`config.mk`:
```
export PLATFORM = sky130hd
export DESIGN_NAME = dram_access_ctrl
export DESIGN_NICKNAME = d
export VERILOG_FILES = /design/src/rtl/dram_access_ctrl_pkg.sv /design/src/rtl/dram_access_ctrl_latency_counter.sv /design/src/rtl/dram_access_ctrl.sv
export SDC_FILE = /design/constraint.sdc
export NUM_CORES = 1
export LEC_CHECK = 0
export BUFFER_PORTS_ARGS = -buffer_cell sky130_fd_sc_hd__buf_2
export CAP_MARGIN = 10
export CORE_AREA = 2 2 90 49
export DETAILED_ROUTE_END_ITERATION = 8
export DIE_AREA = 0 0 92 51
export GPL_TIMING_DRIVEN = 0
export PLACE_DENSITY = 0.76
export SETUP_SLACK_MARGIN = 0.05
export SYNTH_ARGS = -nofsm -noshare
export SYNTH_HDL_FRONTEND = slang
export SYNTH_HIERARCHICAL = 1
export SYNTH_SLANG_ARGS = --single-unit
```
`constraint.sdc`:
```
create_clock -name clock -period 2.2 [get_ports clock]
set_input_delay 0.66 -clock clock [delete_from_list [all_inputs] [get_ports clock]]
set_output_delay 0.66 -clock clock [all_outputs]
set_load 0.005 [all_outputs]
```
`src/rtl/dram_access_ctrl_pkg.sv`:
```
// Shared encodings for the DRAM access controller and its neighbours.
// Holds the FSM state encoding and the MDR load codes.
package dram_access_ctrl_pkg;

    typedef enum logic [1:0] {
        IDLE       = 2'd0,
        READ_WAIT  = 2'd1,
        WRITE_HOLD = 2'd2,
        DONE       = 2'd3
    } dram_state_e;

    // MDR load codes, also decoded by the MDR and the control unit
    localparam logic [1:0] MDR_HOLD      = 2'b00;
    localparam logic [1:0] MDR_FROM_DRAM = 2'b01;
    localparam logic [1:0] MDR_FROM_BUS  = 2'b10;

    localparam int CNT_WIDTH = 4;

endpackage

```
`src/rtl/dram_access_ctrl_latency_counter.sv`:
```
// 4-bit load/decrement counter with zero flag; load wins over decrement.
// Decrement saturates at zero so a stray dec never wraps.
module dram_access_ctrl_latency_counter
    import dram_access_ctrl_pkg::*;
(
    input  logic                 clock,
    input  logic                 reset,
    input  logic                 load_i,
    input  logic [CNT_WIDTH-1:0] load_val_i,
    input  logic                 dec_i,
    output logic                 zero_o
);

    logic [CNT_WIDTH-1:0] cnt_q;
    logic [CNT_WIDTH-1:0] cnt_d;

    always_comb begin
        cnt_d = cnt_q;
        if (load_i) begin
            cnt_d = load_val_i;
        end else if (dec_i && (cnt_q != '0)) begin
            cnt_d = cnt_q - 1'b1;
        end
    end

    always_ff @(posedge clock) begin
        if (reset) begin
            cnt_q <= '0;
        end else begin
            cnt_q <= cnt_d;
        end
    end

    assign zero_o = (cnt_q == '0);

endmodule

```
`src/rtl/dram_access_ctrl.sv`:
```
// Sequences single-byte reads/writes to a fixed-latency DRAM port; read done at T+READ_LATENCY+1,
// write done at T+WRITE_LATENCY+1. Requests are only sampled in IDLE; callers stall on busy.
module dram_access_ctrl
    import dram_access_ctrl_pkg::*;
#(
    parameter int ADDR_WIDTH    = 16,
    parameter int DATA_WIDTH    = 8,
    parameter int READ_LATENCY  = 2,
    parameter int WRITE_LATENCY = 1
) (
    input  logic                  clock,
    input  logic                  reset,
    input  logic                  rd_req,
    input  logic                  wr_req,
    input  logic [ADDR_WIDTH-1:0] addr_in,
    input  logic [DATA_WIDTH-1:0] MDR_to_DRAM,
    output logic [DATA_WIDTH-1:0] DRAM_to_MDR,
    output logic [1:0]            MDR_control_out,
    output logic                  busy,
    output logic                  done,
    output logic [ADDR_WIDTH-1:0] ram_addr,
    output logic [DATA_WIDTH-1:0] ram_wdata,
    output logic                  ram_we,
    input  logic [DATA_WIDTH-1:0] ram_rdata
);

    localparam logic [CNT_WIDTH-1:0] RD_LOAD = CNT_WIDTH'(READ_LATENCY - 1);
    localparam logic [CNT_WIDTH-1:0] WR_LOAD = CNT_WIDTH'(WRITE_LATENCY - 1);

    dram_state_e           state_q,     state_d;
    logic [ADDR_WIDTH-1:0] ram_addr_q,  ram_addr_d;
    logic [DATA_WIDTH-1:0] ram_wdata_q, ram_wdata_d;
    logic                  ram_we_q,    ram_we_d;
    logic [DATA_WIDTH-1:0] rdat_q,      rdat_d;
    logic                  rd_flag_q,   rd_flag_d;

    logic                  cnt_load;
    logic [CNT_WIDTH-1:0]  cnt_load_val;
    logic                  cnt_dec;
    logic                  cnt_zero;

    dram_access_ctrl_latency_counter u_lat_cnt (
        .clock      (clock),
        .reset      (reset),
        .load_i     (cnt_load),
        .load_val_i (cnt_load_val),
        .dec_i      (cnt_dec),
        .zero_o     (cnt_zero)
    );

    always_comb begin
        state_d      = state_q;
        ram_addr_d   = ram_addr_q;
        ram_wdata_d  = ram_wdata_q;
        ram_we_d     = ram_we_q;
        rdat_d       = rdat_q;
        rd_flag_d    = rd_flag_q;
        cnt_load     = 1'b0;
        cnt_load_val = '0;
        cnt_dec      = 1'b0;

        unique case (state_q)
            IDLE: begin
                // Read has priority; a simultaneous write is dropped
                if (rd_req) begin
                    ram_addr_d   = addr_in;
                    rd_flag_d    = 1'b1;
                    cnt_load     = 1'b1;
                    cnt_load_val = RD_LOAD;
                    state_d      = READ_WAIT;
                end else if (wr_req) begin
                    ram_addr_d   = addr_in;
                    ram_wdata_d  = MDR_to_DRAM;
                    ram_we_d     = 1'b1;
                    rd_flag_d    = 1'b0;
                    cnt_load     = 1'b1;
                    cnt_load_val = WR_LOAD;
                    state_d      = WRITE_HOLD;
                end
            end
            READ_WAIT: begin
                if (cnt_zero) begin
                    rdat_d  = ram_rdata;
                    state_d = DONE;
                end else begin
                    cnt_dec = 1'b1;
                end
            end
            WRITE_HOLD: begin
                if (cnt_zero) begin
                    ram_we_d = 1'b0;
                    state_d  = DONE;
                end else begin
                    cnt_dec = 1'b1;
                end
            end
            DONE: begin
                state_d = IDLE;
            end
            default: begin
                state_d = IDLE;
            end
        endcase
    end

    always_ff @(posedge clock) begin
        if (reset) begin
            state_q     <= IDLE;
            ram_addr_q  <= '0;
            ram_wdata_q <= '0;
            ram_we_q    <= 1'b0;
            rdat_q      <= '0;
            rd_flag_q   <= 1'b0;
        end else begin
            state_q     <= state_d;
            ram_addr_q  <= ram_addr_d;
            ram_wdata_q <= ram_wdata_d;
            ram_we_q    <= ram_we_d;
            rdat_q      <= rdat_d;
            rd_flag_q   <= rd_flag_d;
        end
    end

    assign busy            = (state_q != IDLE);
    assign done            = (state_q == DONE);
    assign MDR_control_out = ((state_q == DONE) && rd_flag_q) ? MDR_FROM_DRAM : MDR_HOLD;
    assign DRAM_to_MDR     = rdat_q;
    assign ram_addr        = ram_addr_q;
    assign ram_wdata       = ram_wdata_q;
    assign ram_we          = ram_we_q;

endmodule

```
==> flow_summary.toml, run 1 <==
[worst_hold_path]
min-delay-path-class = "reg -> reg"
holdCritStartpoint = "DRAM_to_MDR[0]$_SDFFE_PP0P_"
hold_path_depth = 2
hold_path_end = "DRAM_to_MDR[0]$_SDFFE_PP0P_"

[synthesis]
netlist_area_um2 = 1770
synth_area_leaders = "dfxtp_1 (45%), nand2_1 (9.6%), mux2i_1 (5.7%)"
synth_top_area_frac = 0.454
ys_seq_area_frac = 0.454
ys_seq_elements = 40
yosysTopAreaCell = "dfxtp_1"
yosys_warnings = 6
syn_inst = 201
syn_avg_cell_area_um2 = 8.78
yosysUniqueCellTypes = 34

[power_and_ir_drop]
p_switching_uw = 1060
powerDensity_nw_per_um2 = 1160
swShare = 0.391
ir_drop_mv = 0.476
p_leak_uw = 0.00112
internal-power_uw = 1650
clkPwrFrac = 0.170
p_total_uw = 2700
p_comb_frac = 0.469
pwr-share-seq = 0.361

[floorplanning]
initial_core_util = 0.437
core_um2 = 4040
chipHeight_um = 51
ioPinCount = 73
die_w_um = 92
row_count = 17
die_area_um2 = 4690

[cells_and_area]
final_common_cell = "buf_2"
fill_cells = 389
layout-drive-gt1-share = 0.380
final_cell_mix = "buf_2 (74), nand2_1 (44), dfxtp_1 (40), a21oi_1 (18), nor2_1 (14)"
antenna_cells = 0
layout.nets = 326
syn2layout_area_growth_pct = 31.5
stdcell_area_um2 = 2320

[routing]
met1_length_um = 1960
drt_iter0_drc = 49
vias_per_cell = 4.57
topRoutingLayerUsed = "met3"
drc_errors = 0
met3_length_um = 336
vias = 1560
drtAntennaViolNets = 0
dr.pass1.iters = 4
totalWireLength_um = 3940
wl_per_cell_um = 11.6
wl_met2_um = 1640

[global_route]
grt_pass1_vias = 1407
grt_max_degree = 14
gr-total-overflow = 0
grt_pass1_wl_um = 6400
grtUsageTotal = 0.176
antenna_found_initial = 0

[worst_setup_path]
startpoint_type = "flip-flop"
crit-reg2reg-launch = "u_lat_cnt/cnt_q[0]$_SDFFE_PP0P_"
rrSetupSlack_ns = 0.14
critPathKind = "reg -> reg"
crit_path_end_kind = "flip-flop"
r2r_cells = 9
crit_path_max_fanout = 6
required_ns = 2.43
reg2reg_to = "u_lat_cnt/cnt_q[1]$_SDFFE_PP0P_"
arrival_ns = 2.29

[outcome]
outcome = "completed"

[clock_tree]
cts_max_level = 2
clk_path_buf_depth = 2
clk-insertion-delay-late_ns = 0.29
cts_made_buffers = 5
clkSinkCount = 40
cts_tree = "done"
clockRootBuffer = "clkbuf_8"
cts.clk_slew.worst_paths_ns = 0.07

[timing]
setup_viol = 0
skew_ns = 0.00374
clock.fmax_ghz = 0.485
post-route-period-util = 0.937
min_period_ns = 2.06
slew_viol_final = 0
hold_violations = 0
rsz0062_at_grt = "no"
setup_tns_ns = 0

[placement]
placed_area_um2 = 2200
place.gp.congestion = 0.770
dp_hpwl_um = 2920
portBuffers = 70

[flow_run]
maxCapViolCount = 0
-- cells in the mapped netlist --
master / n
a2111oi_4: 1
a22oi_1: 1
dfxtp_1: 40
buf_4: 2
conb_1: 1
nand2_2: 1
mux2i_1: 10
and2_1: 2
a21boi_0: 1
nand4b_1: 1
inv_1: 9
o22ai_1: 1
a211oi_1: 2
a21oi_2: 10
nand3_1: 9
buf_2: 4
ha_1: 6
a311o_1: 1
o21ai_4: 1
clkbuf_1: 2
a21oi_1: 18
or3b_4: 1
buf_1: 1
a21o_1: 1
o21ai_0: 2
a311oi_1: 2
nand2b_1: 4
buf_6: 3
nor4b_2: 1
nand2_1: 45
nor2_1: 14
inv_4: 1
nor3_1: 2
nand3b_1: 1
-- state kept, by name, summed over array words and instances, names as in the netlist --
register         flops
state_q              2
ram_addr            16
DRAM_to_MDR          8
ram_we               1
u_lat_cnt/cnt_q      4
ram_wdata            8
rd_flag_q            1
-- final cells by class --
type	instances	area [um2]	share of cell area
timing repair buffer	73	373	0.161
clock buffer	5	68.8	0.0296
buffer	12	80.1	0.0345
tap	57	71.3	0.0307
sequential	40	801	0.345
multi-input combinational	142	875	0.377
clock inverter	2	12.5	0.00539
inverter	10	40.0	0.0173
-- metal layers --
metal	vias up	track usage
met5	-	0
li1	831	-
met2	43	0.255
met3	0	0.0811
met1	686	0.236
met4	0	0.0522
-- how the worst max path moves through the flow --
stage,from,cells after the start,end
after floorplan,u_lat_cnt/cnt_q[1]$_SDFFE_PP0P_,9,u_lat_cnt/cnt_q[3]$_SDFFE_PP0P_
after global placement,u_lat_cnt/cnt_q[0]$_SDFFE_PP0P_,9,u_lat_cnt/cnt_q[3]$_SDFFE_PP0P_
after detailed placement,u_lat_cnt/cnt_q[0]$_SDFFE_PP0P_,9,u_lat_cnt/cnt_q[3]$_SDFFE_PP0P_
after CTS,u_lat_cnt/cnt_q[1]$_SDFFE_PP0P_,9,u_lat_cnt/cnt_q[3]$_SDFFE_PP0P_
after global routing,u_lat_cnt/cnt_q[1]$_SDFFE_PP0P_,9,u_lat_cnt/cnt_q[1]$_SDFFE_PP0P_
final,u_lat_cnt/cnt_q[0]$_SDFFE_PP0P_,9,u_lat_cnt/cnt_q[1]$_SDFFE_PP0P_
-- logic make-up after synthesis --
| group | after synthesis | share of synthesized area |
|---|---|---|
| DFF | 40 | 0.454 |
| AOI/OAI and AO/OA | 41 | 0.172 |
| adders and majority gates | 6 | 0.0425 |
| and+or+nand+nor | 81 | 0.206 |
| other | 1 | 0.00212 |
| muxes | 10 | 0.0567 |
| buffers and inverters | 22 | 0.0680 |
-- worst max-delay path, stage by stage (launching register included) --
cell	delay, ns
dfxtp_1	0.35
inv_1	0.12
ha_1	0.23
or3b_4	0.44
inv_1	0.11
nand2b_4	0.14
inv_2	0.06
buf_4	0.14
a2111oi_4	0.27
a311o_1	0.14
-- power by group through the flow --
| stage | combinational, uW | sequential [uW] | clock [uW] |
|---|---|---|---|
| after global routing | 1420 | 994 | 507 |
| after global placement | 1130 | 979 | 0 |
| after CTS | 1170 | 967 | 471 |
| after floorplan | 826 | 981 | 0 |
| final | 1270 | 975 | 459 |
| after detailed placement | 1160 | 980 | 0 |
-- what timing repair did --
action / 4_1_cts / 5_1_grt
buffers inserted: 0 / 3
gates resized for setup: 1 / 3
hold buffers: 0 / 0
endpoints found under the hold margin: 0 / 0
endpoints found under the setup margin: 1 / 3
-- through the flow --
| stage | utilization | hold WS, ns | setup WS, ns | instances |
|---|---|---|---|---|
| final | 0.574 | 0.453 | 0.140 | 341 |
| after global placement | 0.544 | 0.439 | 0.132 | 331 |
| after detailed placement | 0.544 | 0.444 | 0.0756 | 331 |
| after CTS | 0.564 | 0.454 | 0.118 | 338 |
| after floorplan | - | 0.453 | 0.301 | 204 |
| after global routing | 0.574 | 0.470 | 0.0298 | 341 |
No activity file was read; power rests on OpenSTA's default activity.
==> run 2, diff against run 1 <==
--- a/config.mk
+++ b/config.mk
@@ -8,10 +8,12 @@
 export BUFFER_PORTS_ARGS = -buffer_cell sky130_fd_sc_hd__buf_2
 export CAP_MARGIN = 10
 export CORE_AREA = 2 2 90 49
+export CTS_CLUSTER_SIZE = 12
 export DETAILED_ROUTE_END_ITERATION = 8
 export DIE_AREA = 0 0 92 51
 export GPL_TIMING_DRIVEN = 0
 export PLACE_DENSITY = 0.76
+export REMOVE_ABC_BUFFERS = 1
 export SETUP_SLACK_MARGIN = 0.05
 export SYNTH_ARGS = -nofsm -noshare
 export SYNTH_HDL_FRONTEND = slang
==> flow_summary.toml, run 2 (synthesized netlist as in run 1, its figures left out) <==
[floorplanning]
chipHeight_um = 51
die_w_um = 92
initial_core_util = 0.437
row_count = 17
core_um2 = 4040
die_area_um2 = 4690
ioPinCount = 73

[timing]
rsz0062_at_grt = "no"
hold_violations = 0
worst_slack_ns = 0.156
slew_viol_final = 0
relSlewSlack = 0.406
clock.fmax_ghz = 0.489
skew_ns = 0.00788
post-route-period-util = 0.929
worst_pin_slew_ns = 0.891
setup_viol = 0
min_period_ns = 2.04

[power_and_ir_drop]
p_switching_uw = 1040
swShare = 0.396
ir_drop_mv = 0.495
pwr-share-seq = 0.375
internal-power_uw = 1590
clkPwrFrac = 0.181
p_comb_frac = 0.444
powerDensity_nw_per_um2 = 1170
p_total_uw = 2630
p_leak_uw = 0.00108

[worst_setup_path]
rrSetupSlack_ns = 0.16
crit_path_max_fanout = 7
required_ns = 2.38
critPathMaxStageDelay_ns = 0.42
worst-path-buf-inv = 3
startpoint_type = "flip-flop"
crit-reg2reg-launch = "u_lat_cnt/cnt_q[1]$_SDFFE_PP0P_"
critPathSlowestCell = "or3b_4"
arrival_ns = 2.23
reg2reg_to = "u_lat_cnt/cnt_q[3]$_SDFFE_PP0P_"
crit_chain = "inv_1, ha_2, or3b_4, clkinvlp_4, nand2b_1, inv_2, nor4b_4, mux2i_1, a211oi_1"
r2r_cells = 9
crit_family = "simple AND/OR/NAND/NOR gates"
critPathKind = "reg -> reg"
crit_path_end_kind = "flip-flop"

[global_route]
grtUsageTotal = 0.178
grt-busiest-layer = "met2"
antenna_found_initial = 0
grt_pass1_wl_um = 6510
met1_usage = 0.222
grt_pass1_vias = 1482
gr-total-overflow = 0
grt.met3_usage = 0.0678
grt_max_degree = 44
grtUsageMet2 = 0.281

[cells_and_area]
layout-drive-gt1-share = 0.376
syn2layout_area_growth_pct = 27.5
register_area_um2 = 803
fill_cells = 389
multi_input_area_um2 = 867
fin_cells = 331
largest_reg_flops = 16
final_common_cell = "buf_2"
layout.nets = 315
final_cell_mix = "buf_2 (71), nand2_1 (45), dfxtp_1 (38), a21oi_1 (18), nor2_1 (14)"
fin_util = 0.557
antenna_cells = 0

[routing]
dr.pass1.iters = 4
totalWireLength_um = 3990
vias_per_cell = 4.71
vias = 1559
drtAntennaViolNets = 0
drc_errors = 0
drt_iter0_drc = 49
wl_per_cell_um = 12.0

[placement]
placed_cells = 320
portBuffers = 71
place.gp.congestion = 0.698
dp_hpwl_um = 2800
pre_cts_slack_ns = -0.124

[outcome]
outcome = "completed"

[clock_tree]
clockRootBuffer = "clkbuf_8"
cts_max_level = 2
clkSinkCount = 40
clk-insertion-delay-late_ns = 0.29
cts_made_buffers = 5
cts.clk_slew.worst_paths_ns = 0.08
cts_tree = "done"
clk_path_buf_depth = 2

[worst_hold_path]
holdCritStartpoint = "DRAM_to_MDR[0]$_SDFFE_PP0P_"
hold_path_depth = 2
min-delay-path-class = "reg -> reg"
hold_path_end = "DRAM_to_MDR[0]$_SDFFE_PP0P_"

[flow_run]
maxCapViolCount = 0
==> run 2: changes by cell type in the layout (fill, tap and decap cells not counted), moves of 2 or more <==
cell,before,now
dfxtp_2,0,2
clkbuf_1,2,0
buf_6,3,0
dfxtp_1,40,38
buf_2,74,71
buf_4,5,3
==> run 2: power by group through the flow <==
stage,registers [uW],logic (uW),clock network (uW)
CTS,972,1110,497
finish,985,1160,477
global route,1000,1300,531
global placement,978,1050,0
floorplan,981,745,0
detailed placement,986,1080,0
==> run 2: cell type report <==
class | instances | share of cell area
Timing Repair Buffer | 74 | 0.168
Clock inverter | 3 | 0.00834
Clock buffer | 5 | 0.0306
Tap cell | 57 | 0.0317
Inverter | 10 | 0.0195
Multi-Input combinational cell | 142 | 0.385
Sequential cell | 40 | 0.357
==> run 2: worst reg2reg max path, cell delays in order (launching register included) <==
cell        delay, ns
dfxtp_2          0.34
inv_1            0.11
ha_2             0.22
or3b_4           0.42
clkinvlp_4       0.09
nand2b_1         0.15
inv_2            0.09
nor4b_4          0.14
mux2i_1          0.12
a211oi_1         0.27
==> run 2: worst max-delay path by stage <==
| stage | start | end | slack, ns | cells after the start |
|---|---|---|---|---|
| 2_1_floorplan | u_lat_cnt/cnt_q[1]$_SDFFE_PP0P_ | u_lat_cnt/cnt_q[3]$_SDFFE_PP0P_ | 0.13 | 9 |
| 3_5_place_dp | u_lat_cnt/cnt_q[1]$_SDFFE_PP0P_ | u_lat_cnt/cnt_q[3]$_SDFFE_PP0P_ | -0.12 | 9 |
| 3_3_place_gp | u_lat_cnt/cnt_q[1]$_SDFFE_PP0P_ | u_lat_cnt/cnt_q[3]$_SDFFE_PP0P_ | -0.09 | 9 |
| 6_report | u_lat_cnt/cnt_q[1]$_SDFFE_PP0P_ | u_lat_cnt/cnt_q[3]$_SDFFE_PP0P_ | 0.16 | 9 |
| 4_1_cts | u_lat_cnt/cnt_q[1]$_SDFFE_PP0P_ | u_lat_cnt/cnt_q[3]$_SDFFE_PP0P_ | 0.08 | 9 |
| 5_1_grt | u_lat_cnt/cnt_q[1]$_SDFFE_PP0P_ | u_lat_cnt/cnt_q[3]$_SDFFE_PP0P_ | 0.07 | 9 |
==> run 2: repair_timing <==
action                                  4_1_cts  5_1_grt
setup buffers                                 1        2
endpoints found under the setup margin        4        1
gates resized for setup                       2        4
pin swaps                                     0        0
hold buffers                                  0        0
==> run 2: metal layers <==
metal	routed length (um)	vias to the layer above	share of wire
met5	0	-	0
met4	49	0	0.012
met3	338	5	0.085
met2	1670	53	0.42
met1	1930	696	0.48
li1	-	805	-
==> run 2: per-stage QoR <==
step | hold slack, ns | TNS (ns) | instance area, um2
2_1_floorplan | 0.447 | 0 | 1700
6_report | 0.454 | 0 | 2250
5_1_grt | 0.477 | 0 | 2250
4_1_cts | 0.458 | 0 | 2220
3_3_place_gp | 0.439 | -0.0949 | 2120
3_5_place_dp | 0.447 | -0.127 | 2120
